`src/rtl/c3po_pkg.sv`:
```
// Shared constants, types and helpers for the c3po narrow-to-wide repacking path.
package c3po_pkg;

    localparam int unsigned NARROW_BYTES = 32;
    localparam int unsigned WIDE_BYTES   = 160;
    localparam int unsigned BEATS_P      = WIDE_BYTES / NARROW_BYTES;
    localparam int unsigned NARROW_BITS  = NARROW_BYTES * 8;
    localparam int unsigned WIDE_BITS    = WIDE_BYTES * 8;

    typedef enum logic [0:0] {IDLE, IN_PKT} state_e;

    typedef struct packed {
        logic                   sop;
        logic                   eop;
        logic                   val;
        logic [7:0]             vbc;
        logic [NARROW_BITS-1:0] data;
    } narrow_beat_t;

    typedef struct packed {
        logic                 sop;
        logic                 eop;
        logic                 val;
        logic [7:0]           vbc;
        logic [3:0]           id;
        logic [WIDE_BITS-1:0] data;
    } wide_word_t;

    // Only the last beat of a packet may be short.
    function automatic logic beat_legal(input logic [7:0] vbc, input logic eop);
        return (vbc != 8'd0) && (vbc <= 8'(NARROW_BYTES)) &&
               (eop || (vbc == 8'(NARROW_BYTES)));
    endfunction

endpackage

```
`src/rtl/c3po_sat_cnt.sv`:
```
// Counter that increments on inc_i and sticks at all-ones.
module c3po_sat_cnt #(
    parameter int unsigned Width = 8
) (
    input  logic             clk_i,
    input  logic             rst_i,
    input  logic             inc_i,
    output logic [Width-1:0] cnt_o
);

    logic [Width-1:0] cnt_q;

    always_ff @(posedge clk_i) begin
        if (rst_i) begin
            cnt_q <= '0;
        end else if (inc_i && (cnt_q != '1)) begin
            cnt_q <= cnt_q + Width'(1);
        end
    end

    assign cnt_o = cnt_q;

endmodule

```
`src/rtl/c3po_pack.sv`:
```
// Repacks 32-byte narrow beats into 160-byte wide words with a single held output
// register, downstream backpressure and saturating packet/error counters.
module c3po_pack
    import c3po_pkg::*;
#(
    parameter int unsigned CNT_SIZE_P = 8
) (
    input  logic                   sig_clock,
    input  logic                   sig_reset,
    input  logic                   sig_sop,
    input  logic                   sig_eop,
    input  logic                   sig_val,
    input  logic [7:0]             sig_vbc,
    input  logic [NARROW_BITS-1:0] sig_data,
    input  logic [3:0]             sig_cfg_port_id,
    output logic                   sig_ready,
    input  logic                   sig_o_ready,
    output logic                   sig_o_sop,
    output logic                   sig_o_eop,
    output logic                   sig_o_val,
    output logic [7:0]             sig_o_vbc,
    output logic [3:0]             sig_o_id,
    output logic [WIDE_BITS-1:0]   sig_o_data,
    output logic [CNT_SIZE_P-1:0]  sig_pkt_cnt,
    output logic [CNT_SIZE_P-1:0]  sig_err_cnt,
    output logic                   sig_idle
);

    state_e                 state_q;
    logic [2:0]             idx_q;
    logic                   first_q;
    logic [3:0]             id_q;
    logic [NARROW_BITS-1:0] acc_q [BEATS_P-1];
    wide_word_t             word_q;

    narrow_beat_t         beat;
    logic                 accept, drain, legal, err, complete;
    logic [2:0]           wr_idx;
    logic [7:0]           word_vbc;
    logic [WIDE_BITS-1:0] word_data;

    assign beat      = '{sop: sig_sop, eop: sig_eop, val: sig_val, vbc: sig_vbc, data: sig_data};
    assign sig_ready = !word_q.val || sig_o_ready;
    assign accept    = beat.val && sig_ready;
    assign drain     = word_q.val && sig_o_ready;
    assign legal     = beat_legal(beat.vbc, beat.eop);

    assign err = accept && (!legal || ((state_q == IDLE) && !beat.sop) ||
                            ((state_q == IN_PKT) && beat.sop));

    // A sop beat always restarts at slot 0, even when it aborts a packet in flight.
    assign wr_idx   = beat.sop ? 3'd0 : idx_q;
    assign complete = accept && legal && (beat.sop || (state_q == IN_PKT)) &&
                      (beat.eop || (wr_idx == 3'(BEATS_P - 1)));
    assign word_vbc = {wr_idx, 5'd0} + beat.vbc;

    always_comb begin
        word_data = '0;
        for (int k = 0; k < BEATS_P - 1; k++) begin
            if (k < int'(wr_idx)) word_data[k*NARROW_BITS +: NARROW_BITS] = acc_q[k];
        end
        for (int k = 0; k < BEATS_P; k++) begin
            if (k == int'(wr_idx)) word_data[k*NARROW_BITS +: NARROW_BITS] = beat.data;
        end
        // Bytes past the valid count are forced to zero, including the tail of the last beat.
        for (int b = 0; b < WIDE_BYTES; b++) begin
            if (b >= int'(word_vbc)) word_data[b*8 +: 8] = 8'd0;
        end
    end

    always_ff @(posedge sig_clock) begin
        if (sig_reset) begin
            state_q <= IDLE;
            idx_q   <= '0;
            first_q <= 1'b0;
            id_q    <= '0;
            word_q  <= '0;
            for (int k = 0; k < BEATS_P - 1; k++) acc_q[k] <= '0;
        end else begin
            if (drain) word_q.val <= 1'b0;
            if (complete) begin
                word_q <= '{sop: beat.sop || first_q, eop: beat.eop, val: 1'b1, vbc: word_vbc,
                            id: beat.sop ? sig_cfg_port_id : id_q, data: word_data};
            end
            if (accept) begin
                if (!legal) begin
                    state_q <= IDLE;
                    idx_q   <= '0;
                end else if (beat.sop) begin
                    id_q <= sig_cfg_port_id;
                    if (beat.eop) begin
                        state_q <= IDLE;
                        idx_q   <= '0;
                    end else begin
                        state_q  <= IN_PKT;
                        idx_q    <= 3'd1;
                        first_q  <= 1'b1;
                        acc_q[0] <= beat.data;
                    end
                end else if (state_q == IN_PKT) begin
                    if (complete) begin
                        idx_q   <= '0;
                        first_q <= 1'b0;
                        if (beat.eop) state_q <= IDLE;
                    end else begin
                        acc_q[idx_q[1:0]] <= beat.data;
                        idx_q             <= idx_q + 3'd1;
                    end
                end
            end
        end
    end

    assign sig_o_sop  = word_q.sop;
    assign sig_o_eop  = word_q.eop;
    assign sig_o_val  = word_q.val;
    assign sig_o_vbc  = word_q.vbc;
    assign sig_o_id   = word_q.id;
    assign sig_o_data = word_q.data;
    assign sig_idle   = (state_q == IDLE) && !word_q.val && (idx_q == 3'd0);

    c3po_sat_cnt #(
        .Width(CNT_SIZE_P)
    ) u_pkt_cnt (
        .clk_i(sig_clock),
        .rst_i(sig_reset),
        .inc_i(drain && word_q.eop),
        .cnt_o(sig_pkt_cnt)
    );

    c3po_sat_cnt #(
        .Width(CNT_SIZE_P)
    ) u_err_cnt (
        .clk_i(sig_clock),
        .rst_i(sig_reset),
        .inc_i(err),
        .cnt_o(sig_err_cnt)
    );

endmodule

```
`config.mk`:
```
export PLATFORM = sky130hd
export DESIGN_NAME = c3po_pack
export DESIGN_NICKNAME = d
export VERILOG_FILES = /design/src/rtl/c3po_pkg.sv /design/src/rtl/c3po_sat_cnt.sv /design/src/rtl/c3po_pack.sv
export SDC_FILE = /design/constraint.sdc
export NUM_CORES = 2
export LEC_CHECK = 0
export ABC_AREA = 1
export CORE_AREA = 2 2 625 627
export CTS_CLUSTER_SIZE = 12
export DETAILED_ROUTE_END_ITERATION = 16
export DIE_AREA = 0 0 627 629
export SKIP_LAST_GASP = 1
export SYNTH_ARGS = -nofsm -noshare
export SYNTH_HDL_FRONTEND = slang
export SYNTH_SLANG_ARGS = --single-unit
```
`constraint.sdc`:
```
create_clock -name sig_clock -period 23.8 [get_ports sig_clock]
set_input_delay 3.57 -clock sig_clock [delete_from_list [all_inputs] [get_ports sig_clock]]
set_output_delay 3.57 -clock sig_clock [all_outputs]
set_load 0.1 [all_outputs]
```
* Word-level counts from Yosys, hierarchy flattened
Memory sizes are Yosys's and may differ from the RTL's.
Cells that the tools add are included.
** Operators by class
- Add/sub/neg operators :: 4
- Order comparisons :: 165
- Equality and inequality tests :: 10
- Multiplexer cells :: 205
- Bitwise logic cells :: 2
- Reduce and logical (&&, ||, !) cells :: 35
** Operators with widths (count)
- 2-to-1 mux 256 bit :: 11
- 2-to-1 mux 1293 bit :: 1
- 2-to-1 mux 8 bit :: 160
- greater-or-equal comparator 7 x 8 -> 1 bit (first input constant) :: 64
- greater-or-equal comparator 6 x 8 -> 1 bit (first input constant) :: 32
- greater-or-equal comparator 8 bit (first input constant) :: 32
- OR reduction 256 bit :: 1
- greater-or-equal comparator 5 x 8 -> 1 bit (first input constant) :: 16
- greater-or-equal comparator 4 x 8 -> 1 bit (first input constant) :: 8
- greater-or-equal comparator 3 x 8 -> 1 bit (first input constant) :: 4
- 2-to-1 mux 1 bit :: 26
- adder 8 x 1 -> 8 bit (second input constant) :: 2
- greater-or-equal comparator 1 x 8 -> 1 bit (first input constant) :: 2
- greater-or-equal comparator 2 x 8 -> 1 bit (first input constant) :: 2
- inequality test 8 bit (second input constant) :: 2
- logical AND 1 bit :: 15
- 2-to-1 mux 3 bit :: 5
- equality test 3 bit (first input constant) :: 3
- adder 8 bit :: 1
- equality test 8 x 6 -> 1 bit (second input constant) :: 1
- less-or-equal comparator 8 x 6 -> 1 bit (second input constant) :: 1
- nonzero test 8 bit :: 1
- logical OR 1 bit :: 7
- zero test 3 bit :: 2
- 15 further kinds :: 22
** Storage, ports and cells
- Bits in registers :: 1320
- Memory bits (writable) :: 1024
- Output and inout port bits :: 1313
- Word-level logic and storage cells :: 434
- Memories kept :: 1
** Memories
- acc_q :: words 4, bits a word 256, read ports 4, clocked after Yosys merged registers in 0, wr ports 4, RTL line c3po_pack.sv:33 : logic [NARROW_BITS-1:0] acc_q [BEATS_P-1];

* Longest topological paths before layout
- Depth after elaboration :: 15
- Depth in mapped cells :: 16
- Depth with buffers taken out :: 15

* Hierarchy
From an unflattened synthesis, not the netlist that was laid out.
** Unflattened totals
- Cells, all modules :: 11636
- Area total of the unflattened synthesis :: 98917.4 µm²
** Modules (own cells, without submodules)
- c3po_pack :: times used 1, cells an instance 11482, area each 97948.9 µm²
- c3po_sat_cnt :: times used 2, cells an instance 77, area each 484.2 µm²

* Worst setup path before layout
No wires, ideal clock.
- Kind :: input to register
- Start point :: input port sig_vbc[3]
- End point :: memory acc_q[2][0] in the netlist's numbering, enable pin
- Setup time :: 1954 ps
- Data arrival time :: 9118 ps
- Slack :: 12728 ps
- Cell stages on the path :: 14
- Path buffers :: 4
- Cells stage by stage :: buf_4 nor2_1 nand2_1 nor2_2 inv_2 nand3_4 buf_6 inv_2 nand4_2 nand2_4 nand3_4 buf_6 buf_6 nand2_1
** RTL lines
- start, declared :: RTL line c3po_pack.sv:13 : input logic [7:0] sig_vbc,
- end, declared :: RTL line c3po_pack.sv:33

* Worst setup path in the final report
- Start point :: input port sig_sop
- End point :: register word_q (netlist bit sig_o_data[377])
** On the way
- Longest elaborated chain between the ends :: 5
- Elaborated cells on any way between the ends :: 13
- Classes of those cells :: 1 x add/sub; 2 x order compare; 2 x eq/ne; 4 x mux; 4 x reduce/logical
** RTL lines
- start, declared :: RTL line c3po_pack.sv:10 : input logic sig_sop,
- parallel branches: the longest is 5 deep, another holds adder 8 bit
- end signal, assigned :: RTL line c3po_pack.sv:82 : word_q <= '{sop: beat.sop || first_q, eop: beat.eop, val: 1'b1, vbc: word_vbc,
- end, declared :: RTL line c3po_pack.sv:34 : wide_word_t word_q;
Parallel ways; which one is timed is not known.
A chain may end at the register's enable or synchronous reset.

==> reports/qor.yml <==
place:
  post-place-ws_ns: 13.00
  hpwl_mm: 353
  gp_congestion: 0.887
  portBuffers: 1586
  dpl_cell_area_mm2: 0.117
routing:
  drt-initial-drc-count: 10100
  firstDrtPassIters: 6
  vias: 88900
  vias_per_cell: 5.01
  drc_errors: 0
  routed_wl_mm: 500
  ant_nets: 0
  wire_per_inst_um: 28.2
floorplanning:
  floorplan.initialDensity_pct: 25.2
  io_pins: 1587
  core_mm2: 0.388
  chipWidth_um: 627
  die-area_mm2: 0.394
  rows: 229
  die_y_um: 629
power:
  cellPowerDensity_mw_per_mm2: 72.4
  pwr-share-comb_pct: 5.8
  swShare_pct: 25.7
  pwr-share-seq_pct: 46.8
  p_clk_share_pct: 47.4
  p_leak_nw: 45.1
  ir_worst_vdd_uv: 61.2
  total_switching_power_w: 0.00234
  power.internal_w: 0.00678
worst_setup_path:
  reg2reg_depth: 13
  start_kind: "input pin"
  worstSetupPathType: "input pin to register"
  r2r_start: "idx_q[2]$_SDFFE_PP0P_"
  timing.rr.end: "sig_o_data[377]$_SDFFE_PP0P_"
  cp.required_ns: 24.61
  r2r_slack_ns: 17.34
  cp.arrival_ns: 10.35
  path_max_fanout: 178
  setup.worst_path.end_class: "register"
logic_synthesis:
  synthTopCellsByArea: "edfxtp_1 (31%), dfxtp_1 (27%), nand2_1 (8.6%)"
  yosysTopAreaCellShare_pct: 31.5
  dominantRegCellSynth: "dfxtp_1"
  syn_avg_cell_area_um2: 8.79
  synth_cell_types: 49
  synth_commonest_cells: "nand2_1 (2230), o21ai_0 (1423), dfxtp_1 (1320)"
  yosys_warnings: 0
  yosys.area.top_type: "edfxtp_1"
  postSynthCellCount: 11100
  synth_fa_ha_area_share_pct: 0.0845
  yosysMostFrequentCell: "nand2_1"
  syn-num-nets: 11400
  yosys.area_share.simple_pct: 19.9
  synth_enable_flop_cells: 1024
  synth_xor_area_share_pct: 0.0806
  syn_area_mm2: 0.0978
  synth-seq-cells: 2344
  synthMuxAreaShare_pct: 0
  synth_seq_area_share_pct: 58.5
  synthArstFlopShare_pct: 0
  synth-compound-area-share_pct: 15.8
  synth_top_family_by_area: "simple AND/OR/NAND/NOR gates"
min_path:
  hp-start: "id_q[2]$_SDFFE_PP0P_"
  holdPathEnd: "id_q[2]$_SDFFE_PP0P_"
  hp-class: "register to register"
  hold_depth: 2
run_status:
  outcome: "finished with violations"
  violations: "capacitance limit"
cells_and_area:
  fillers: 40500
  nets: 12600
  final_layout_size_suffix_gt1_share_pct: 9.72
  area_growth_pct: 28.9
  stdcell_area_mm2: 0.126
sta:
  drv_slew: 0
  holdWs_ns: 0.451
  clock.fmax_ghz: 0.105
  fin_crit_ns: 9.54
  slew_headroom_pct: 0.315
  final.setup.tns_ns: 0
  setup_viol: 0
  worstMarginPinSlew_ns: 1.49
  fin_crit_sh_pct: 40.1
  fin_ws_ns: 14.26
  worst_clock_skew_ns: 0.0907
  final_hold_viol_count: 0
  rsz0062_at_grt: "no"
cts:
  post_cts_buffers: 0
  clk_latency_ns: 0.96
  root_buffer: "clkbuf_16"
  cts_buffer_depth: 4
  path_clk_slew_ns: 0.06
  clkSinkCount: 2344
  cts_made_buffers: 282
  ctsResizeCount: 0
  cts_tree: "built"
  cts_hold_buf: 0
  h-tree-depth: 5
global_routing:
  overflow: 0
  grt_usage_pct: 24.2
  met2_usage_pct: 36.7
  grt_pass1_wl_mm: 677
  antenna_found_initial: 41
  use_met1_pct: 31.9
  grt-busiest-layer: "met2"
  grt_max_degree: 179
  grt_pass1_vias: 80100
  gr-usage-met3_pct: 7.23
flow_run:
  drv_cap: 1
==> state kept, by name, indices dropped and copies added (netlist names) <==
signal,cells
sig_o_vbc,8
sig_o_data,1280
sig_o_id,4
sig_o_eop,1
id_q,4
acc_q,1024
idx_q,3
u_pkt_cnt.cnt_o,8
u_err_cnt.cnt_o,8
sig_o_val,1
state_q,1
sig_o_sop,1
first_q,1
==> layer usage <==
metal | vias to the layer above | share of wire, %
met5 | - | 0.011
met4 | 10 | 4.7
met3 | 745 | 10
li1 | 40200 | -
met2 | 4246 | 44
met1 | 43700 | 41
==> worst max path at each step <==
| stage | startpoint | endpoint | depth (start not counted) |
|---|---|---|---|
| after global routing | sig_sop | sig_o_data[378]$_SDFFE_PP0P_ | 14 |
| final | sig_sop | sig_o_data[377]$_SDFFE_PP0P_ | 14 |
| after global placement | sig_sop | acc_q[3][123]$_DFFE_PP_ | 16 |
| after CTS | sig_sop | acc_q[3][125]$_DFFE_PP_ | 16 |
| after detailed placement | sig_sop | acc_q[3][123]$_DFFE_PP_ | 16 |
| after floorplan | sig_vbc[3] | acc_q[2][0]$_SDFFCE_PN0P_ | 14 |
==> cell usage in the layout (no fill, tap or decap), types with 51 or more instances in the layout <==
cell type,netlist,routed
a21oi_1,1241,1239
buf_4,35,301
clkbuf_1,396,82
clkbuf_16,0,289
clkdlybuf4s50_1,0,1382
dfxtp_1,1320,1320
edfxtp_1,1024,1024
inv_1,344,342
nand2_1,2230,2222
nand3_1,759,757
nor2_1,1148,1144
nor2_2,351,349
o2111ai_1,64,64
o211ai_1,103,103
o21ai_0,1423,1423
o21ai_1,55,51
==> kinds of logic (layout without fill, tap and decap cells) <==
kind of cell	after synthesis	after routing
AND/OR/NAND/NOR	4579	4579
AO/OA/AOI/OAI	2948	2948
flip-flops	2344	2344
buffers and inverters	1238	2630
XOR/XNOR	9	9
adder cells (fa/ha/maj)	6	6
other	0	31
==> power groups by stage <==
stage / clock (W) / combinational [W] / sequential (W)
floorplan: 0 / 0.000172 / 0.00444
global placement: 0 / 0.000525 / 0.00435
detailed placement: 0 / 0.000526 / 0.00436
CTS: 0.00438 / 0.000527 / 0.00427
global route: 0.00455 / 0.000546 / 0.00427
finish: 0.00432 / 0.000527 / 0.00427
==> through the flow <==
step,total power (W),instances,util (%)
final,0.00912,17700,32.5
after global routing,0.00936,17700,32.5
after CTS,0.00917,17700,32.5
after detailed placement,0.00488,17200,30.1
after global placement,0.00488,17200,30.1
after floorplan,0.00461,11100,-
==> layout make-up <==
class,instances,area [um^2],share of cell area [%]
Timing Repair Buffer,1726,16500,13.1
Clock inverter,110,1040,0.827
Inverter,387,1510,1.20
Antenna cell,31,77.6,0.0616
Tap cell,5197,6500,5.16
Multi-Input combinational cell,7542,35200,27.9
Sequential cell,2344,57200,45.4
Clock buffer,407,8030,6.37
==> worst max-delay path: stages <==
cell and delay [ns]:
clkdlybuf4s50_1 0.58, buf_4 0.32, nor2_8 0.58, nand3_1 0.22
nand2_1 0.21, nand4_4 0.41, buf_4 0.49, inv_8 0.67
buf_12 0.59, buf_4 0.93, buf_4 0.86, o21ai_0 0.19
o21ai_1 0.13, nor2_1 0.06
(Power assumes the default switching activity.)
